--- src/rtl/blink_multi.sv ---
// Board bring-up pattern generator: prescaled step clock drives one of four LED
// patterns and a free-running hex step count on seven-segment digits.
module blink_multi #(
  parameter int unsigned CLK_HZ  = 10_000_000,
  parameter int unsigned TICK_HZ = 4,
  parameter int unsigned N_LED   = 16,
  parameter int unsigned N_HEX   = 6
) (
  input  logic                 clk,
  input  logic                 rst,
  input  logic [1:0]           mode,
  input  logic [1:0]           speed,
  input  logic                 pause,
  output logic [N_LED-1:0]     led,
  output logic [8*N_HEX-1:0]   hex,
  output logic                 tick
);

  localparam int unsigned DIV = CLK_HZ / TICK_HZ;
  localparam int unsigned PW  = $clog2(DIV);
  localparam int unsigned CW  = 4 * N_HEX;
  localparam logic [PW-1:0] PRE_MAX = PW'(DIV - 1);

  typedef enum logic [1:0] {
    M_BLINK  = 2'd0,
    M_CHASE  = 2'd1,
    M_BOUNCE = 2'd2,
    M_COUNT  = 2'd3
  } mode_e;

  typedef enum logic {
    DIR_UP   = 1'b0,
    DIR_DOWN = 1'b1
  } dir_e;

  logic [1:0]       mode_q;
  mode_e            act_q, act_d;
  logic [PW-1:0]    pre_q, pre_d;
  logic [2:0]       spd_q, spd_d;
  dir_e             dir_q, dir_d;
  logic [N_LED-1:0] led_q, led_d;
  logic [CW-1:0]    cnt_q, cnt_d;
  logic             tick_q, tick_d;

  logic             base_tick, step_en, mode_chg;
  logic [2:0]       spd_lim;
  logic [8*N_HEX-1:0] hex_c;

  function automatic logic [N_LED-1:0] init_pat(input mode_e m);
    case (m)
      M_CHASE, M_BOUNCE: init_pat = N_LED'(1);
      default:           init_pat = '0;
    endcase
  endfunction

  // Active-low {g,f,e,d,c,b,a}
  function automatic logic [6:0] seg7(input logic [3:0] n);
    case (n)
      4'h0: seg7 = 7'h40;
      4'h1: seg7 = 7'h79;
      4'h2: seg7 = 7'h24;
      4'h3: seg7 = 7'h30;
      4'h4: seg7 = 7'h19;
      4'h5: seg7 = 7'h12;
      4'h6: seg7 = 7'h02;
      4'h7: seg7 = 7'h78;
      4'h8: seg7 = 7'h00;
      4'h9: seg7 = 7'h10;
      4'hA: seg7 = 7'h08;
      4'hB: seg7 = 7'h03;
      4'hC: seg7 = 7'h46;
      4'hD: seg7 = 7'h21;
      4'hE: seg7 = 7'h06;
      default: seg7 = 7'h0E;
    endcase
  endfunction

  assign spd_lim   = 3'((4'd1 << speed) - 4'd1);
  assign base_tick = (pre_q == PRE_MAX);
  assign mode_chg  = (mode_e'(mode_q) != act_q);
  // A pending mode reload swallows any coincident step.
  assign step_en   = base_tick && (spd_q == spd_lim) && !pause && !mode_chg;

  always_comb begin
    act_d  = act_q;
    pre_d  = pre_q;
    spd_d  = spd_q;
    dir_d  = dir_q;
    led_d  = led_q;
    cnt_d  = cnt_q;
    tick_d = 1'b0;
    if (mode_chg) begin
      act_d = mode_e'(mode_q);
      led_d = init_pat(mode_e'(mode_q));
      pre_d = '0;
      spd_d = '0;
      dir_d = DIR_UP;
    end else if (!pause) begin
      pre_d = base_tick ? '0 : pre_q + PW'(1);
      if (step_en)        spd_d = '0;
      else if (base_tick) spd_d = spd_q + 3'd1;
      if (step_en) begin
        tick_d = 1'b1;
        cnt_d  = cnt_q + CW'(1);
        case (act_q)
          M_BLINK: led_d = ~led_q;
          M_CHASE: led_d = (led_q << 1) | (led_q >> (N_LED - 1));
          M_BOUNCE: begin
            if (N_LED == 1) begin
              led_d = N_LED'(1);
            end else if (dir_q == DIR_UP) begin
              if (led_q[N_LED-1]) begin
                led_d = led_q >> 1;
                dir_d = DIR_DOWN;
              end else begin
                led_d = led_q << 1;
              end
            end else begin
              if (led_q[0]) begin
                led_d = led_q << 1;
                dir_d = DIR_UP;
              end else begin
                led_d = led_q >> 1;
              end
            end
          end
          M_COUNT: led_d = led_q + N_LED'(1);
        endcase
      end
    end
  end

  always_ff @(posedge clk or posedge rst) begin
    if (rst) begin
      mode_q <= '0;
      act_q  <= M_BLINK;
      pre_q  <= '0;
      spd_q  <= '0;
      dir_q  <= DIR_UP;
      led_q  <= '0;
      cnt_q  <= '0;
      tick_q <= 1'b0;
    end else begin
      mode_q <= mode;
      act_q  <= act_d;
      pre_q  <= pre_d;
      spd_q  <= spd_d;
      dir_q  <= dir_d;
      led_q  <= led_d;
      cnt_q  <= cnt_d;
      tick_q <= tick_d;
    end
  end

  // Digit 0 dp mirrors the step count LSB; other dps stay dark.
  always_comb begin
    hex_c = '1;
    for (int unsigned k = 0; k < N_HEX; k++) begin
      hex_c[8*k +: 8] = {(k == 0) ? ~cnt_q[0] : 1'b1, seg7(cnt_q[4*k +: 4])};
    end
  end

  assign led  = led_q;
  assign hex  = hex_c;
  assign tick = tick_q;

endmodule

--- config.mk ---
export PLATFORM = sky130hd
export DESIGN_NAME = blink_multi
export DESIGN_NICKNAME = d
export VERILOG_FILES = /design/src/rtl/blink_multi.sv
export SDC_FILE = /design/constraint.sdc
export NUM_CORES = 1
export LEC_CHECK = 0
export CAP_MARGIN = 20
export CORE_UTILIZATION = 55
export CTS_CLUSTER_DIAMETER = 120
export DETAILED_ROUTE_END_ITERATION = 12
export PLACE_DENSITY = 0.89
export SKIP_CTS_REPAIR_TIMING = 1
export SYNTH_ARGS = -nofsm -noshare
export SYNTH_HDL_FRONTEND = slang
export SYNTH_SLANG_ARGS = --single-unit
--- constraint.sdc ---
create_clock -name clk -period 4 [get_ports clk]
set_clock_uncertainty 0.15 [all_clocks]
set_input_delay 0.4 -clock clk [delete_from_list [all_inputs] [get_ports clk]]
set_output_delay 0.4 -clock clk [all_outputs]
set_load 0.05 [all_outputs]
==> impl_metrics.json <==
{
  "status": "finished, final reports clean",
  "die_x_um": 106.1,
  "dr_total_vias": 5762,
  "nNetsFinal": 809,
  "dr.pass1.iters": 7,
  "register_area_mm2": 0.001777,
  "synthTopCellsByArea": "dfrtp_1 30%, ha_1 8.4%, nand2_1 4.7%, o21ai_0 4.5%, nor2_1 3.6%",
  "rsz0062_at_grt": "no",
  "max_cap_viol_count": 0,
  "synth_top_area_cell": "dfrtp_1",
  "antenna_found_initial": 0,
  "synthesis.area_mm2": 0.005964,
  "synth_top_area_share": 0.2979,
  "relSlewSlack": 0.2790,
  "fillCellCount": 853,
  "drt_iter0_markers": 534,
  "clk_latency_ns": 0.35,
  "grt_pass1_wl_um": 25080,
  "p_leak_nw": 2.638,
  "start_kind": "flip-flop",
  "slowest_delay_ns": 0.82,
  "yosysSeqAreaShare": 0.2979,
  "yosys_register_bits": 71,
  "critical_path_arrival_ns": 2.72,
  "clock-sinks": 71,
  "ys_types": 72,
  "synth_edf_count": 0,
  "ir_drop_v": 0.0001678,
  "finalWorstSetupSlack_ns": 0.7317,
  "cp_data_required_time_ns": 3.45,
  "crit_chain": "inv_1, ha_1, nor2b_1, or3b_2, o21ai_0, clkdlybuf4s50_1",
  "multi_input_area_mm2": 0.003849,
  "finalCriticalPeriod_ns": 3.268,
  "numCtsBuffers": 9,
  "cp_slowest_cell": "clkdlybuf4s50_1",
  "die-area_mm2": 0.01126,
  "power_density_mw_per_mm2": 214.3,
  "syn2layout_area_growth_pct": 14.29,
  "cts-root-buf": "clkbuf_8",
  "clkSlewWorstSetupHoldPaths_ns": 0.08,
  "yosys_warnings": 0,
  "ant_nets": 0,
  "coreArea_mm2": 0.01042,
  "tns_ns": 0,
  "maxSlewViolCount": 0,
  "remaining_drc_errors": 0,
  "hold_violations": 0,
  "cts_max_level": 3,
  "viasPerCell": 6.381,
  "grt-ovfl-total": 0,
  "worstMarginPinSlew_ns": 1.077,
  "cts_tree": "built",
  "ios": 72,
  "insertedDiodeCount": 0,
  "wire_per_inst_um": 16.77,
  "max_freq_ghz": 0.3060,
  "num_rows": 37,
  "ys_top_cells_by_count": "74 x nand2_1, 71 x dfrtp_1, 57 x nor2_1, 54 x o21ai_0, 46 x clkbuf_1",
  "synth_area_per_cell_um2": 8.115,
  "synth.most_common_cell": "nand2_1",
  "synth_cells": 735,
  "hpwl_um": 10590,
  "final-setup-viol-count": 0,
  "place_ws_ns": 0.7513,
  "crit_type": "reg2out",
  "post-route-period-util": 0.8171,
  "die-height_um": 106.1,
  "gp_congestion": 0.9303,
  "grt_use_total": 0.2717,
  "initial_core_util": 0.5726,
  "grt_max_degree": 51,
  "routed_wl_um": 15140,
  "portBuffers": 66,
  "grt_pass1_vias": 5266,
  "worstPathMaxFanout": 7,
  "ys.flop_type": "dfrtp_1",
  "async_flop_share": 1.000,
  "drive_above_1_share": 0.05085,
  "worst_setup_path_end_kind": "output pin",
  "hold_path.class": "in2async",
  "cts_buffer_depth": 2
}
-- worst paths after layout --
kind,from,end,slack (ns),cells after the start
worst min register to register,mode_q[1]$_DFF_PP0_,act_q[1]$_DFFE_PP0N_,0.30,0
worst min-delay path,rst,pre_q[20]$_DFFE_PP0P_,0.15,2
min in group clk,mode_q[1]$_DFF_PP0_,act_q[1]$_DFFE_PP0N_,0.30,0
max in group asynchronous,rst,cnt_q[11]$_DFFE_PP0P_,2.71,4
worst max-delay path,cnt_q[9]$_DFFE_PP0P_,hex[16],0.73,6
worst max register to register,act_q[0]$_DFFE_PP0N_,pre_q[21]$_DFFE_PP0P_,0.98,5
-- routing by layer --
layer / GRT usage / vias up / wire length [µm]
met5: 0 / - / 0
met4: 0.1270 / 0 / 449
met3: 0.02759 / 55 / 936
met2: 0.4369 / 282 / 7222
met1: 0.3681 / 2723 / 6531
li1: - / 2702 / -
-- cell type report --
type                    count  share of cell area
clock buffers              11             0.02074
clock inverters             5            0.008260
inverters                  26             0.01432
multi-input cells         581              0.5646
flip-flops and latches     71              0.2606
well taps                 136             0.02496
repair buffers             73              0.1065
-- power breakdown --
part / internal, W / switching (W) / total, W / leakage [nW]
registers: 0.000722 / 0.0000137 / 0.000735 / 0.943
clock network: 0.000306 / 0.000280 / 0.000586 / 0.0997
logic: 0.0000402 / 0.0000989 / 0.000139 / 1.59
-- through the flow --
| stage | total power (W) | std cells | hold WS (ns) | area [µm²] | util |
|---|---|---|---|---|---|
| after floorplan | 0.0008468 | 739 | 0.2814 | 5979 | - |
| after global placement | 0.0008773 | 886 | 0.2781 | 6599 | 0.6335 |
| after detailed placement | 0.0008821 | 886 | 0.2821 | 6599 | 0.6335 |
| after CTS | 0.001457 | 902 | 0.2989 | 6797 | 0.6525 |
| after global routing | 0.001510 | 903 | 0.1665 | 6817 | 0.6544 |
| final | 0.001461 | 903 | 0.1520 | 6817 | 0.6544 |
-- critical path, delay by kind of cell, from the launching register on --
kind	cells	cell delay, ns
flops	1	0.45
fa+ha+maj	1	0.26
compound gates	1	0.09
simple gates	2	0.56
buf+inv	2	1.02
-- sequential cells by signal, summed over array words and instances (netlist names) --
| register | flops |
|---|---|
| dir_q | 1 |
| led | 16 |
| tick | 1 |
| pre_q | 22 |
| cnt_q | 24 |
| spd_q | 3 |
| mode_q | 2 |
| act_q | 2 |
-- cells by family after synthesis --
logic type      Yosys count  synth area share
mux                      20           0.03797
simple gates            300            0.2643
other cells               1         0.0006287
buf+inv                  87           0.05936
fa+ha+maj                40           0.08391
xor+xnor                 44           0.06587
compound gates          172            0.1901
flops                    71            0.2979
-- placed cells by master (no fill, tap or decap), drive strengths merged, types with 11 or more instances in the layout --
cell type / synthesis / layout
mux2i: 17 / 17
xor2: 20 / 20
nand2: 74 / 74
nor2: 57 / 57
dfrtp: 71 / 71
xnor2: 24 / 24
nor4: 12 / 12
nand3: 35 / 35
a21oi: 41 / 41
clkbuf: 47 / 11
inv: 26 / 27
nor2b: 18 / 18
o21ai: 54 / 54
nand4: 22 / 22
clkdlybuf4s50: 0 / 66
nor3: 24 / 24
ha: 40 / 40
a211oi: 12 / 12
Note: power is estimated with default switching activity, not from simulation.
